File: config.mk
export PLATFORM = sky130hd
export DESIGN_NAME = dcache_tag_ctrl
export DESIGN_NICKNAME = d
export VERILOG_FILES = /design/src/rtl/dcache_tag_ctrl.sv
export SDC_FILE = /design/constraint.sdc
export NUM_CORES = 1
export LEC_CHECK = 0
export CAP_MARGIN = 20
export CELL_PAD_IN_SITES_DETAIL_PLACEMENT = 0
export CELL_PAD_IN_SITES_GLOBAL_PLACEMENT = 1
export CORE_MARGIN = 2
export CORE_UTILIZATION = 32
export CTS_CLUSTER_SIZE = 20
export DETAILED_ROUTE_END_ITERATION = 12
export GPL_TIMING_DRIVEN = 0
export PLACE_DENSITY_LB_ADDON = 0.3
export SYNTH_ARGS = -nofsm -noshare
export SYNTH_HDL_FRONTEND = slang
export SYNTH_SLANG_ARGS = --single-unit
File: constraint.sdc
create_clock -name clk_i -period 4.1 [get_ports clk_i]
set_input_delay 1.025 -clock clk_i [delete_from_list [all_inputs] [get_ports clk_i]]
set_output_delay 1.025 -clock clk_i [all_outputs]
set_load 0.02 [all_outputs]
File: src/rtl/dcache_tag_ctrl.sv
// Data cache tag store controller: init/flush sweep, lookup+compare, dirty set on store hit, refill install.
// Lookup result one cycle after accept; no requests accepted during sweep, flush or outstanding miss.
module dcache_tag_ctrl #(
  parameter int NUM_WORDS = 256,
  parameter int TAG_WIDTH = 20,
  localparam int IW = $clog2(NUM_WORDS),
  localparam int WW = TAG_WIDTH + 2
) (
  input  logic                 clk_i,
  input  logic                 rst_ni,
  input  logic                 req_valid_i,
  output logic                 req_ready_o,
  input  logic [IW-1:0]        req_index_i,
  input  logic [TAG_WIDTH-1:0] req_tag_i,
  input  logic                 req_we_i,
  output logic                 resp_valid_o,
  output logic                 resp_hit_o,
  output logic                 resp_victim_valid_o,
  output logic                 resp_victim_dirty_o,
  output logic [TAG_WIDTH-1:0] resp_victim_tag_o,
  input  logic                 refill_valid_i,
  input  logic                 flush_i,
  output logic                 init_done_o,
  output logic                 ts_en_o,
  output logic                 ts_we_o,
  output logic [IW-1:0]        ts_addr_o,
  output logic [WW-1:0]        ts_wdata_o,
  output logic [WW-1:0]        ts_bit_en_o,
  input  logic [WW-1:0]        ts_rdata_i
);

  typedef struct packed {
    logic                 valid;
    logic                 dirty;
    logic [TAG_WIDTH-1:0] tag;
  } tag_word_t;

  typedef enum logic [1:0] {
    INIT = 2'd0,
    IDLE = 2'd1,
    MISS = 2'd2
  } state_t;

  localparam logic [WW-1:0] DIRTY_BIT_EN = WW'(1) << TAG_WIDTH;
  localparam logic [IW-1:0] LAST_IDX     = IW'(NUM_WORDS - 1);

  state_t               state_q, state_d;
  logic [IW-1:0]        cnt_q, cnt_d;
  logic [IW-1:0]        miss_index_q;
  logic [TAG_WIDTH-1:0] miss_tag_q;
  logic                 miss_we_q;

  tag_word_t            rd_word;
  tag_word_t            wr_word;
  logic                 lookup_hit;
  logic                 accept;

  assign rd_word    = tag_word_t'(ts_rdata_i);
  assign lookup_hit = rd_word.valid && (rd_word.tag == req_tag_i);
  assign ts_wdata_o = wr_word;

  always_comb begin
    state_d     = state_q;
    cnt_d       = cnt_q;
    req_ready_o = 1'b0;
    init_done_o = 1'b0;
    accept      = 1'b0;
    ts_en_o     = 1'b0;
    ts_we_o     = 1'b0;
    ts_addr_o   = '0;
    wr_word     = '0;
    ts_bit_en_o = '0;

    unique case (state_q)
      INIT: begin
        // Held quiet while reset is asserted; the sweep starts the cycle reset releases.
        if (rst_ni) begin
          ts_en_o     = 1'b1;
          ts_we_o     = 1'b1;
          ts_addr_o   = cnt_q;
          ts_bit_en_o = '1;
          if (cnt_q == LAST_IDX) begin
            init_done_o = 1'b1;
            cnt_d       = '0;
            state_d     = IDLE;
          end else begin
            cnt_d = cnt_q + IW'(1);
          end
        end
      end

      IDLE: begin
        if (flush_i) begin
          cnt_d   = '0;
          state_d = INIT;
        end else begin
          req_ready_o = 1'b1;
          if (req_valid_i) begin
            accept    = 1'b1;
            ts_en_o   = 1'b1;
            ts_addr_o = req_index_i;
            // Dirty set rides on the read cycle; the SRAM writes at the closing posedge.
            if (lookup_hit && req_we_i && !rd_word.dirty) begin
              ts_we_o       = 1'b1;
              ts_bit_en_o   = DIRTY_BIT_EN;
              wr_word       = rd_word;
              wr_word.dirty = 1'b1;
            end
            if (!lookup_hit) begin
              state_d = MISS;
            end
          end
        end
      end

      MISS: begin
        if (refill_valid_i) begin
          ts_en_o       = 1'b1;
          ts_we_o       = 1'b1;
          ts_addr_o     = miss_index_q;
          ts_bit_en_o   = '1;
          wr_word.valid = 1'b1;
          wr_word.dirty = miss_we_q;
          wr_word.tag   = miss_tag_q;
          state_d       = IDLE;
        end
      end

      default: begin
        cnt_d   = '0;
        state_d = INIT;
      end
    endcase
  end

  always_ff @(posedge clk_i or negedge rst_ni) begin
    if (!rst_ni) begin
      state_q             <= INIT;
      cnt_q               <= '0;
      miss_index_q        <= '0;
      miss_tag_q          <= '0;
      miss_we_q           <= 1'b0;
      resp_valid_o        <= 1'b0;
      resp_hit_o          <= 1'b0;
      resp_victim_valid_o <= 1'b0;
      resp_victim_dirty_o <= 1'b0;
      resp_victim_tag_o   <= '0;
    end else begin
      state_q      <= state_d;
      cnt_q        <= cnt_d;
      resp_valid_o <= accept;
      resp_hit_o   <= accept && lookup_hit;
      if (accept && !lookup_hit) begin
        miss_index_q        <= req_index_i;
        miss_tag_q          <= req_tag_i;
        miss_we_q           <= req_we_i;
        resp_victim_valid_o <= rd_word.valid;
        resp_victim_dirty_o <= rd_word.dirty;
        resp_victim_tag_o   <= rd_word.tag;
      end else begin
        resp_victim_valid_o <= 1'b0;
        resp_victim_dirty_o <= 1'b0;
        resp_victim_tag_o   <= '0;
      end
    end
  end

endmodule

==> results of run 1 <==
[placed cells by master, fill, tap and decap left out, types with 5 or more instances in the layout]
cell type,synthesis,final
o21ai_0,6,6
nand2_1,8,7
inv_1,9,9
dlygate4sd2_1,0,21
dfrtp_1,63,63
nor2_4,0,5
buf_2,5,18
and2_1,24,24
ha_1,5,5
xor2_1,20,19
clkbuf_1,7,6
buf_6,1,7
a222oi_1,8,8
clkdlybuf4s50_1,0,60
buf_4,21,37
nand4_1,5,5
mux2_2,29,29
nor2_1,20,16
a22o_1,20,20
clkbuf_8,0,11
dlymetal6s2s_1,0,18
[worst max path at each step]
stage / from / end
global route: ts_rdata_i[4] / ts_wdata_o[10]
floorplan: rst_ni / ts_bit_en_o[10]
global placement: rst_ni / ts_bit_en_o[1]
finish: ts_rdata_i[4] / ts_wdata_o[7]
detailed placement: rst_ni / ts_bit_en_o[19]
CTS: req_tag_i[12] / ts_wdata_o[6]
[per-layer routing]
metal	share of wire	vias up	GRT usage
met5	0	-	0
met4	0.016	0	0.0590
met3	0.089	15	0.0730
met2	0.49	110	0.302
met1	0.41	1363	0.215
li1	-	1299	-
[synthesized netlist by cell type]
master / number
nor3b_1: 1
buf_2: 5
a211oi_4: 1
xor2_1: 20
nand2_1: 8
dfrtp_1: 63
and2_1: 24
buf_6: 1
nand4_1: 5
inv_1: 9
nor3_1: 1
nand3_1: 3
clkbuf_1: 7
a21o_2: 1
and3_2: 1
nor4_1: 5
o41ai_1: 1
ha_1: 5
mux2_2: 29
nor3b_2: 1
or4b_4: 1
o2bb2ai_1: 1
nor2b_1: 2
a31oi_1: 1
nor2_1: 20
a222oi_1: 8
buf_4: 21
a21oi_1: 5
mux2i_1: 1
nor2b_4: 1
o21ai_0: 6
a22o_1: 20
xnor2_1: 4
and3_1: 3
or3_1: 1
a21boi_0: 1
[logic make-up after synthesis]
kind of cell               synth area share
adders and majority gates            0.0193
muxes                                 0.104
buffers and inverters                0.0784
xor gates and xnor gates             0.0649
AOI/OAI and AO/OA                     0.114
and+or+nand+nor                       0.133
DFF                                   0.486
[state kept, by name, indices dropped and copies added, names as in the netlist]
signal	flops
miss_tag_q	20
resp_victim_tag_o	20
cnt_q	8
miss_index_q	8
state_q	2
miss_we_q	1
resp_hit_o	1
resp_valid_o	1
resp_victim_dirty_o	1
resp_victim_valid_o	1
[final cells by class]
type                    count  area, um^2  share of cell area
flip-flops and latches     63        1580               0.311
multi-input cells         183        1510               0.298
repair buffers            142        1370               0.269
plain buffers              34         241              0.0476
well taps                 133         166              0.0328
clock buffers              12         155              0.0306
inverters                   9        33.8             0.00666
clock inverters             3        18.8             0.00370
[power by group]
part	internal (W)	switching (W)	total, W
combinational	0.000675	0.000661	0.00134
sequential	0.000809	0.0000993	0.000908
clock	0.000248	0.000243	0.000492
total	0.00173	0.00100	0.00274
[through the flow]
stage / power (W) / std cells / utilization / setup TNS [ns]
floorplan: 0.00172 / 287 / - / 0
global placement: 0.00224 / 555 / 0.485 / -160.55
detailed placement: 0.00227 / 555 / 0.484 / -48.20
CTS: 0.00278 / 579 / 0.510 / 0
global route: 0.00290 / 579 / 0.516 / -0.0142
finish: 0.00274 / 579 / 0.516 / 0
[repair_timing]
action,4_1_cts,5_1_grt
buffers inserted,6,0
endpoints found under the setup margin,54,46
pin swaps,15,15
gates cloned,3,0
gates resized for setup,147,44
==> reports/qor.yml, run 1 <==
status: "complete, no violations"
yosys_warnings: 0
grt_start_max_net_pins: 66
hold_path_end: "miss_tag_q[19]$_DFFE_PN0P_"
netlist-cell-type-count: 36
grt_antenna_before_repair: 0
cp_top_family: "buffers and inverters"
power_leakage_nw: 2.54
cts_tree: "yes"
hold_buffers: 0
ant_nets: 0
dpl_cell_area_um2: 4760
critical_path_buf_inv_count: 4
post-route-drc-count: 0
synth_area_leader_cell: "dfrtp_1"
critical_path.slowest_cell: "clkdlybuf4s50_1"
rows: 36
grtUsageTotal: 0.182
vias: 2787
grt-ovfl-total: 0
synth_fp_nets: 348
setup_viol: 0
cp_num_cells: 9
dieArea_um2: 10900
hp-start: "miss_tag_q[19]$_DFFE_PN0P_"
ir_worst_vdd_uv: 225
rr_startpoint: "state_q[1]$_DFFE_PN0P_"
whs_ns: 0.511
hold_violations: 0
gp_routability_congestion: 0.809
cts_root_buf: "clkbuf_8"
synth.cell_area_um2: 3240
cts_made_buffers: 9
rr_worst_depth: 8
grt_pass1_wl_mm: 15.4
maxSlewViolCount: 0
postSynthCellCount: 287
wl_per_cell_um: 17.0
post-route-period-util: 0.975
cp_max_fo: 5
worst_setup_path_start_kind: "input port"
cp_data_required_time_ns: 3.07
hp-class: "reg2reg"
skew_ns: 0.0112
relSlewSlack: 0.499
wirelength_mm: 9.85
dpl_worst_slack_ns: -1.42
dieWidth_um: 105
arrival_ns: 2.97
dpl.hpwl_mm: 6.99
fillers: 951
grt_pass1_vias: 2913
layout-drive-gt1-share: 0.303
layout_min_cycle_time_ns: 4.00
crit_top_cell: "buf_6"
seq_area_frac_synth: 0.486
setup_slack_ns: 0.104
io_buffers: 135
n_antenna_cell: 0
max-cap-violations: 0
avgViaCountPerCell: 4.81
nNetsFinal: 503
synthToLayoutAreaGrowth_pct: 56.4
clock_latency_ns: 0.34
rrSetupSlack_ns: 1.78
ys_ff_latch: 63
design_area_um2: 5070
coreArea_um2: 9820
min_path_cells: 1
path_clk_slew_ns: 0.07
cpPeakStageDelay_ns: 0.56
worstPathCellList: "clkdlybuf4s50_1, xnor2_2, nand4_1, nor3b_4, and3_4, buf_6, buf_8, a22o_1, buf_6"
path_class: "in2out"
syn_area_per_cell_um2: 11.3
max_slew.worst_pin.slew_ns: 0.751
die_h_um: 105
cts.htree.levels: 3
dr.pass1.iters: 5
boundaryPins: 136
end_kind: "output port"
reg2reg_to: "miss_tag_q[15]$_DFFE_PN0P_"
clock_path_buffers: 2
drt_iter0_markers: 86
synth_top_area_frac: 0.486
yosys-top-cells-area: "dfrtp_1 49%, mux2_2 10%, a22o_1 5.4%"
fmax_ghz: 0.250
numClockSinks: 63
start_util: 0.330
power.density_nw_per_um2: 540
(Power assumes the default switching activity.)
==> run 2, diff against run 1 <==
--- a/config.mk
+++ b/config.mk
@@ -13,6 +13,7 @@
 export CTS_CLUSTER_SIZE = 20
 export DETAILED_ROUTE_END_ITERATION = 12
 export GPL_TIMING_DRIVEN = 0
+export MAX_ROUTING_LAYER = met4
 export PLACE_DENSITY_LB_ADDON = 0.3
 export SYNTH_ARGS = -nofsm -noshare
 export SYNTH_HDL_FRONTEND = slang
==> run 2 against run 1 <==
Effect of this change: cell count did not move; clock power is essentially flat; core utilization unchanged; sequential power about the same; setup slack improved by 0.00076 ns; sequential share of layout area stayed put; critical path type unchanged.
==> reports/qor.yml, run 2 (synthesized netlist as in run 1, its figures left out) <==
cts.htree.levels: 3  # unchanged
hp-class: "reg2reg"
crit_top_cell: "buf_6"
rr_worst_depth: 8  # unchanged
vias: 2796  # +0.32%
grt-ovfl-total: 0  # unchanged
layout-drive-gt1-share: 0.303  # unchanged
dpl_cell_area_um2: 4760  # unchanged
utilization: 0.516  # unchanged
dpl.hpwl_mm: 6.99  # unchanged
boundaryPins: 136  # unchanged
setup_viol: 0  # unchanged
reg2reg_to: "miss_tag_q[15]$_DFFE_PN0P_"
cts_made_buffers: 9  # unchanged
layout_min_cycle_time_ns: 3.99  # -0.000758 ns
whs_ns: 0.511  # +0.0000250 ns
hold_buffers: 0  # unchanged
grt_antenna_before_repair: 0  # unchanged
end_kind: "output port"
hp-start: "miss_tag_q[19]$_DFFE_PN0P_"
maxSlewViolCount: 0  # unchanged
post-route-period-util: 0.974  # about the same
cpPeakStageDelay_ns: 0.56  # about the same
numClockSinks: 63  # unchanged
rows: 36  # unchanged
avgViaCountPerCell: 4.83  # +0.32%
skew_ns: 0.0102  # -0.000937 ns
cp_num_cells: 9  # unchanged
critical_path_buf_inv_count: 4  # unchanged
max-cap-violations: 0  # unchanged
grt_pass1_vias: 2919  # +0.21%
design_area_um2: 5070  # unchanged
hold_path_end: "miss_tag_q[19]$_DFFE_PN0P_"
reg.largest.list: "miss_tag_q (20), resp_victim_tag_o (20)"
fillers: 951  # unchanged
post-route-drc-count: 0  # unchanged
relSlewSlack: 0.505  # +0.00548
power_leakage_nw: 2.54  # unchanged
cts_tree: "yes"
mostFrequentLayoutCells: "63 x dfrtp_1, 60 x clkdlybuf4s50_1, 37 x buf_4"
path_class: "in2out"
io_buffers: 135  # unchanged
status: "complete, no violations"
cts_root_buf: "clkbuf_8"
cp_data_required_time_ns: 3.07  # about the same
dr.pass1.iters: 5  # unchanged
rr_startpoint: "state_q[1]$_DFFE_PN0P_"
arrival_ns: 2.97  # about the same
ir_worst_vdd_uv: 225  # +0.17%
gp_routability_congestion: 0.821  # +1.5%
power.density_nw_per_um2: 540  # about the same
die_h_um: 105  # unchanged
worst_setup_path_start_kind: "input port"
synthToLayoutAreaGrowth_pct: 56.4  # unchanged
clock_latency_ns: 0.35  # about the same
max_slew.worst_pin.slew_ns: 0.743  # -0.00822 ns
path_clk_slew_ns: 0.07  # about the same
clock_path_buffers: 2  # unchanged
cp_max_fo: 5  # unchanged
ant_nets: 0  # unchanged
final_common_cell: "dfrtp_1"
fmax_ghz: 0.250  # about the same
cp_top_family: "buffers and inverters"
worstPathCellList: "clkdlybuf4s50_1, xnor2_2, nand4_1, nor3b_4, and3_4, buf_6, buf_8, a22o_1, buf_6"
min_path_cells: 1  # unchanged
coreArea_um2: 9820  # unchanged
grt_start_max_net_pins: 66  # unchanged
critical_path.slowest_cell: "clkdlybuf4s50_1"
hold_violations: 0  # unchanged
dieWidth_um: 105  # unchanged
grt_pass1_wl_mm: 15.4  # about the same
start_util: 0.330  # unchanged
rrSetupSlack_ns: 1.77  # about the same
n_antenna_cell: 0  # unchanged
wirelength_mm: 9.86  # about the same
nNetsFinal: 503  # unchanged
grtUsageTotal: 0.187  # +0.00534
wl_per_cell_um: 17.0  # about the same
dieArea_um2: 10900  # unchanged
drt_iter0_markers: 92  # +7.0%
run 2: cell counts in the layout (fill, tap and decap cells not counted):
No cell type changed its count.
run 2: how the worst max path moves through the flow:
stage,start,end,slack (ns)
floorplan,rst_ni,ts_bit_en_o[10],0.33
CTS,req_tag_i[12],ts_wdata_o[6],0.006
detailed placement,rst_ni,ts_bit_en_o[19],-1.42
finish,ts_rdata_i[4],ts_wdata_o[7],0.11
global placement,rst_ni,ts_bit_en_o[1],-3.81
global route,ts_rdata_i[4],ts_wdata_o[10],-0.004
run 2: area by class of cell:
| class | instances | area, um^2 | share of cell area |
|---|---|---|---|
| Clock inverter | 3 | 18.8 | 0.00370 |
| Clock buffer | 12 | 155 | 0.0306 |
| Sequential cell | 63 | 1580 | 0.311 |
| Buffer | 34 | 241 | 0.0476 |
| Tap cell | 133 | 166 | 0.0328 |
| Inverter | 9 | 33.8 | 0.00666 |
| Timing Repair Buffer | 142 | 1370 | 0.269 |
| Multi-Input combinational cell | 183 | 1510 | 0.298 |
run 2: repair_timing:
item	in CTS	in global routing
cloned	3	0
setup buffers	6	0
endpoints found under the setup margin	54	46
endpoints found under the hold margin	0	0
pin swaps	15	15
resized for setup	147	44
run 2: per-layer routing:
metal  part of all wire  GRT usage  wire (um)  vias to the layer above
met2               0.48      0.302       4730                      105
li1                   -          -          -                     1300
met4              0.018     0.0590        174                        0
met5                  0          -          0                        -
met3              0.069     0.0574        676                       16
met1               0.43      0.225       4280                     1375
run 2: per-stage QoR:
step           cells  setup WS [ns]  TNS, ns  total power (W)
5_1_grt          579       -0.00354  -0.0142          0.00290
3_5_place_dp     555          -1.42   -48.20          0.00227
6_report         579          0.105        0          0.00274
3_3_place_gp     555          -3.81  -160.55          0.00224
2_1_floorplan    287          0.330        0          0.00172
4_1_cts          579        0.00631        0          0.00278
run 2: power breakdown:
| part | leakage [nW] | switching [W] | total, W | internal (W) |
|---|---|---|---|---|
| registers | 0.809 | 0.0000992 | 0.000908 | 0.000809 |
| clock network | 0.0922 | 0.000244 | 0.000493 | 0.000248 |
| logic | 1.64 | 0.000661 | 0.00134 | 0.000675 |
| total | 2.54 | 0.00100 | 0.00274 | 0.00173 |
